--- config.mk ---
export PLATFORM = sky130hd
export DESIGN_NAME = period_meter
export DESIGN_NICKNAME = d
export VERILOG_FILES = /design/src/rtl/period_meter.sv
export SDC_FILE = /design/constraint.sdc
export NUM_CORES = 1
export LEC_CHECK = 0
export CAP_MARGIN = 20
export CORE_UTILIZATION = 47
export CTS_BUF_LIST = sky130_fd_sc_hd__clkbuf_2
export CTS_CLUSTER_SIZE = 28
export DETAILED_ROUTE_END_ITERATION = 8
export GPL_TIMING_DRIVEN = 0
export HOLD_SLACK_MARGIN = 0.08
export PLACE_DENSITY = 0.65
export SETUP_SLACK_MARGIN = 0.05
export SYNTH_ARGS = -nofsm -noshare
export SYNTH_HDL_FRONTEND = slang
export SYNTH_SLANG_ARGS = --single-unit
--- constraint.sdc ---
create_clock -name clk -period 7.5 [get_ports clk]
set_clock_uncertainty 0.05 [all_clocks]
set_input_delay 1.5 -clock clk [delete_from_list [all_inputs] [get_ports clk]]
set_output_delay 1.5 -clock clk [all_outputs]
set_load 0.1 [all_outputs]
--- src/rtl/period_meter.sv ---
// Zero-crossing period estimator for an offset-binary ADC sample stream.
// A hysteresis comparator squares the input. Valid samples are counted between
// accepted rising crossings. 2^AVG_LOG2 periods are averaged into one result.
// The block also reports a stable-frequency lock flag and a no-signal timeout.
module period_meter #(
    parameter int DATA_W          = 10,
    parameter int MID             = 512,
    parameter int HYST            = 16,
    parameter int CNT_W           = 20,
    parameter int AVG_LOG2        = 2,
    parameter int MIN_PERIOD      = 8,
    parameter int LOCK_TOL        = 2,
    parameter int TIMEOUT_SAMPLES = 1000000
) (
    input  logic              clk,
    input  logic              sys_rst,
    input  logic              i_valid,
    input  logic [DATA_W-1:0] input_signal,
    output logic [CNT_W-1:0]  o_period,
    output logic              o_period_valid,
    output logic              o_locked,
    output logic              o_timeout,
    output logic              o_cross
);

    localparam int ACC_W = CNT_W + AVG_LOG2;

    localparam logic [0:0] ST_IDLE = 1'b0;
    localparam logic [0:0] ST_MEAS = 1'b1;

    // Thresholds are one bit wider than the sample, so MID+HYST cannot wrap.
    localparam logic [DATA_W:0]   HI_TH    = (DATA_W+1)'(MID + HYST);
    localparam logic [DATA_W:0]   LO_TH    = (DATA_W+1)'(MID - HYST);
    localparam logic [CNT_W-1:0]  MIN_P    = CNT_W'(MIN_PERIOD);
    localparam logic [CNT_W-1:0]  TOL      = CNT_W'(LOCK_TOL);
    localparam logic [CNT_W-1:0]  TMO      = CNT_W'(TIMEOUT_SAMPLES);
    localparam logic [AVG_LOG2-1:0] N_LAST = AVG_LOG2'((2 ** AVG_LOG2) - 1);

    logic [0:0]          state_reg, state_next;
    logic                sq_reg, sq_level;
    logic [CNT_W-1:0]    cnt_reg, cnt_next;
    logic [ACC_W-1:0]    acc_reg, acc_next;
    logic [AVG_LOG2-1:0] n_reg, n_next;
    logic [CNT_W-1:0]    period_reg, period_next;
    logic                pvalid_reg, pvalid_next;
    logic                locked_reg, locked_next;
    logic                timeout_reg, timeout_next;
    logic                cross_reg, cross_next;
    // Set once a result exists to compare against; the first result after IDLE never locks.
    logic                have_prev_reg, have_prev_next;

    logic [DATA_W:0]     sample_ext;
    logic                crossing;
    logic [CNT_W-1:0]    p_cand;
    logic [ACC_W-1:0]    acc_sum;
    logic [CNT_W-1:0]    avg;
    logic [CNT_W-1:0]    diff;

    assign sample_ext = {1'b0, input_signal};
    assign p_cand     = cnt_reg + 1'b1;
    assign acc_sum    = acc_reg + {{AVG_LOG2{1'b0}}, p_cand};
    assign avg        = acc_sum[ACC_W-1:AVG_LOG2];
    assign diff       = (avg >= period_reg) ? (avg - period_reg) : (period_reg - avg);
    assign crossing   = i_valid && !sq_reg && sq_level;

    // Hysteresis comparator: the level the comparator takes on this sample.
    always_comb begin
        sq_level = sq_reg;
        if (sample_ext >= HI_TH) begin
            sq_level = 1'b1;
        end else if (sample_ext <= LO_TH) begin
            sq_level = 1'b0;
        end
    end

    // Measurement FSM: counting, averaging, lock and timeout decisions.
    always_comb begin
        state_next     = state_reg;
        cnt_next       = cnt_reg;
        acc_next       = acc_reg;
        n_next         = n_reg;
        period_next    = period_reg;
        pvalid_next    = 1'b0;
        locked_next    = locked_reg;
        timeout_next   = timeout_reg;
        cross_next     = 1'b0;
        have_prev_next = have_prev_reg;
        if (i_valid) begin
            case (state_reg)
                ST_IDLE: begin
                    if (crossing) begin
                        cnt_next     = '0;
                        cross_next   = 1'b1;
                        timeout_next = 1'b0;
                        state_next   = ST_MEAS;
                    end
                end
                default: begin
                    if (crossing && (p_cand >= MIN_P)) begin
                        // An accepted crossing beats a timeout on the same sample.
                        cnt_next   = '0;
                        cross_next = 1'b1;
                        if (n_reg != N_LAST) begin
                            acc_next = acc_sum;
                            n_next   = n_reg + 1'b1;
                        end else begin
                            period_next    = avg;
                            pvalid_next    = 1'b1;
                            acc_next       = '0;
                            n_next         = '0;
                            locked_next    = have_prev_reg && (diff <= TOL);
                            have_prev_next = 1'b1;
                        end
                    end else if (crossing) begin
                        // Glitch: too close to the last crossing, treat as an ordinary sample.
                        cnt_next = p_cand;
                    end else if (p_cand == TMO) begin
                        timeout_next   = 1'b1;
                        locked_next    = 1'b0;
                        period_next    = '0;
                        acc_next       = '0;
                        n_next         = '0;
                        cnt_next       = '0;
                        have_prev_next = 1'b0;
                        state_next     = ST_IDLE;
                    end else begin
                        cnt_next = p_cand;
                    end
                end
            endcase
        end
    end

    // State registers with synchronous reset; the comparator advances only on valid samples.
    always_ff @(posedge clk) begin
        if (sys_rst) begin
            state_reg     <= ST_IDLE;
            sq_reg        <= 1'b0;
            cnt_reg       <= '0;
            acc_reg       <= '0;
            n_reg         <= '0;
            period_reg    <= '0;
            pvalid_reg    <= 1'b0;
            locked_reg    <= 1'b0;
            timeout_reg   <= 1'b0;
            cross_reg     <= 1'b0;
            have_prev_reg <= 1'b0;
        end else begin
            if (i_valid) begin
                sq_reg <= sq_level;
            end
            state_reg     <= state_next;
            cnt_reg       <= cnt_next;
            acc_reg       <= acc_next;
            n_reg         <= n_next;
            period_reg    <= period_next;
            pvalid_reg    <= pvalid_next;
            locked_reg    <= locked_next;
            timeout_reg   <= timeout_next;
            cross_reg     <= cross_next;
            have_prev_reg <= have_prev_next;
        end
    end

    assign o_period       = period_reg;
    assign o_period_valid = pvalid_reg;
    assign o_locked       = locked_reg;
    assign o_timeout      = timeout_reg;
    assign o_cross        = cross_reg;

endmodule
==> impl_metrics.env <==
export IMPL_outcome="finished, final reports clean"
export IMPL_dieHeight_um=120
export IMPL_n_fill_cell=1356
export IMPL_via_per_inst=5.94
export IMPL_finalMaxSlewViolations=0
export IMPL_synth_top_area_share_pct=21.6
export IMPL_ys_top_cells_by_count="a21oi_1 (74), dfxtp_1 (71), nor2_1 (71)"
export IMPL_multiInputGateArea_sq_um=4660
export IMPL_power_frac_seq_pct=58.3
export IMPL_grt_max_degree=14
export IMPL_path_clk_slew_ns=0.21
export IMPL_synthFlopType="dfxtp_1"
export IMPL_post_cts_buffers=0
export IMPL_cellPowerDensity_nw_per_um2=89.9
export IMPL_final_cells=1091
export IMPL_synth_fp_nets=946
export IMPL_cts_hold_buf=0
export IMPL_drtIter0Drc=401
export IMPL_wl_per_cell_um=17.9
export IMPL_tightest_slew_ns=0.975
export IMPL_p_sw_mw=0.184
export IMPL_seq_area_frac_synth_pct=21.6
export IMPL_max_clock_path_buffers=2
export IMPL_initial_core_util_pct=48.9
export IMPL_cts_resized=0
export IMPL_rows=42
export IMPL_pwr_share_clk_pct=36.9
export IMPL_antenna_found_initial=1
export IMPL_p_comb_share_pct=4.8
export IMPL_final_seq_area_sq_um=1420
export IMPL_intPower_mw=0.469
export IMPL_gp_congestion=0.927
export IMPL_clock_latency_ns=0.60
export IMPL_cts_num_sinks=71
export IMPL_htreeDepth=3
export IMPL_yosysMostFrequentCell="a21oi_1"
export IMPL_ios=37
export IMPL_nets=992
export IMPL_final_antenna_net_count=0
export IMPL_fmax_mhz=145
export IMPL_syn2layout_area_growth_pct=10.5
export IMPL_synthTopCellsByArea="dfxtp_1 (22%), ha_1 (13%), a21oi_1 (5.6%), xnor2_1 (4.9%), nor2_1 (4.1%)"
export IMPL_ys_types=77
export IMPL_cts_root_buf="clkbuf_2"
export IMPL_firstDrtPassIters=5
export IMPL_crit_required_ns=8.00
export IMPL_synth_seq_cells=71
export IMPL_setup_violations=0
export IMPL_largest_reg_flops=22
export IMPL_grt_pass1_vias=6102
export IMPL_yosysTopAreaCell="dfxtp_1"
export IMPL_leakage_nw=3.06
export IMPL_place_hpwl_mm=15.6
export IMPL_rsz0062_at_grt="false"
export IMPL_post_route_min_period_ns=6.90
export IMPL_fin_setup_tns_ns=0
export IMPL_wl_mm=19.6
export IMPL_worstPathArrival_ns=7.39
export IMPL_hold_class="reg -> reg"
export IMPL_placedCellCount=1074
export IMPL_vias=6479
export IMPL_die_w_um=120
export IMPL_drc_errors=0
export IMPL_finalHoldViolations=0
export IMPL_grt_pass1_wl_mm=31.3
export IMPL_fin_crit_sh_pct=91.9
export IMPL_setup_worst_path_start_class="flop"
export IMPL_critPathKind="reg -> reg"
export IMPL_drv_cap=0
export IMPL_worstSetupEndpointType="flop"
export IMPL_crit_fanout=10
export IMPL_overflow=0
export IMPL_numPortBuffers=35
export IMPL_dieArea_sq_um=14500
export IMPL_max_slew_margin_rel_pct=34.8
export IMPL_syn_instance_count=863
export IMPL_switching_share_pct=28.2
export IMPL_drive_above_1_share_pct=7.44
export IMPL_numCtsBuffers=9
export IMPL_yosys_warnings=0
export IMPL_grtUsageTotal_pct=27.9
export IMPL_synth_edf_count=0
export IMPL_ir_drop_v=0.0000804
export IMPL_ys_async_sr_fraction_pct=0
export IMPL_core_area_sq_um=13500
export IMPL_synth_area_sq_um=6580
export IMPL_ff2ff_setup_slack_ns=0.60
export IMPL_cts_tree="built"
export IMPL_avgSynthCellArea_sq_um=7.62
## routing by layer
layer,GRT usage (%),routed length [um]
met1,34.1,8800
met2,48.5,9540
met3,4.62,607
met4,11.0,616
met5,0,0
## cells by family (layout without fill, tap and decap cells)
group	after synthesis	in the layout	synth area share (%)
and+or+nand+nor	273	273	21.6
adders and majority gates	70	70	13.7
xor gates and xnor gates	58	58	7.84
buffers and inverters	115	166	7.53
AOI/OAI and AO/OA	271	271	27.0
DFF	71	71	21.6
other	0	1	0
muxes	5	5	0.799
## per-stage QoR
stage	util, %	instance area (sq um)	total power, mW	setup WS [ns]	hold WS, ns
finish	54.0	7270	0.653	0.604	0.433
CTS	54.0	7260	0.659	0.702	0.428
floorplan	-	6580	0.405	1.94	0.386
global route	54.0	7270	0.680	0.342	0.455
global placement	53.1	7150	0.419	0.751	0.395
detailed placement	53.1	7150	0.420	0.775	0.403
## power by group through the flow
| stage | Sequential, mW | Clock [mW] | Combinational (mW) |
|---|---|---|---|
| after floorplan | 0.390 | 0 | 0.0148 |
| after global placement | 0.388 | 0 | 0.0311 |
| after detailed placement | 0.388 | 0 | 0.0319 |
| after CTS | 0.380 | 0.247 | 0.0320 |
| after global routing | 0.381 | 0.265 | 0.0343 |
| final | 0.380 | 0.241 | 0.0315 |
## final timing paths
| kind | from | to | cells past startpoint |
|---|---|---|---|
| worst max-delay path | cnt_reg[0]$_SDFFE_PP0P_ | o_locked$_SDFFE_PP0P_ | 24 |
| worst min-delay path | sq_reg$_SDFFE_PP0P_ | sq_reg$_SDFFE_PP0P_ | 2 |
| worst max register to register | cnt_reg[0]$_SDFFE_PP0P_ | o_locked$_SDFFE_PP0P_ | 24 |
| worst min register to register | sq_reg$_SDFFE_PP0P_ | sq_reg$_SDFFE_PP0P_ | 2 |
## worst max-delay path, stage by stage, from the launching register on
cell	delay (ns)
dfxtp_1	0.48
ha_1	0.20
buf_6	0.14
and4_4	0.22
buf_6	0.14
nand2_1	0.07
xnor2_1	0.43
ha_1	0.39
a21o_1	0.19
a21o_1	0.18
a21o_1	0.18
a31oi_1	0.27
a31o_2	0.25
xnor2_1	0.29
inv_1	0.09
ha_1	0.36
and2_1	0.27
nand2_1	0.26
o41ai_1	0.75
o21ba_2	0.27
buf_2	0.23
o2111ai_1	0.14
a2111oi_0	0.59
a31o_2	0.26
a32o_1	0.16
## layout by cell type, fill, tap and decap left out, types with 4 or more instances in the layout
master,Yosys,routed
and2_1,5,5
o211ai_1,6,6
a21o_1,32,32
a31oi_1,13,13
buf_6,4,4
nand4_1,9,9
nand2_1,63,63
nor2b_1,6,6
a311oi_1,5,5
a22oi_1,17,17
clkdlybuf4s50_1,0,35
nor4_1,10,10
xor2_1,20,20
or2_2,5,5
a221oi_1,4,4
nand2b_1,8,8
nor2_1,71,71
dfxtp_1,71,71
o21a_1,6,6
clkbuf_2,0,9
a211oi_1,11,11
o21ai_0,48,48
nand3_1,28,28
a21boi_0,5,5
nor3_1,28,28
ha_1,67,67
buf_4,5,5
o2111ai_1,4,4
and3_1,9,9
a31o_2,5,5
a21oi_1,74,74
xnor2_1,37,37
inv_1,66,66
o31ai_1,11,11
clkbuf_1,27,27
buf_2,12,12
## cell type report
cell class	count	area share, %
antenna	1	0.0344
tap	176	3.03
clock inverter	7	0.982
buffer	49	3.41
timing repair buffer	35	4.82
inverter	66	3.41
multi-input combinational	677	64.1
sequential	71	19.6
clock buffer	9	0.620
(Power assumes the default switching activity.)
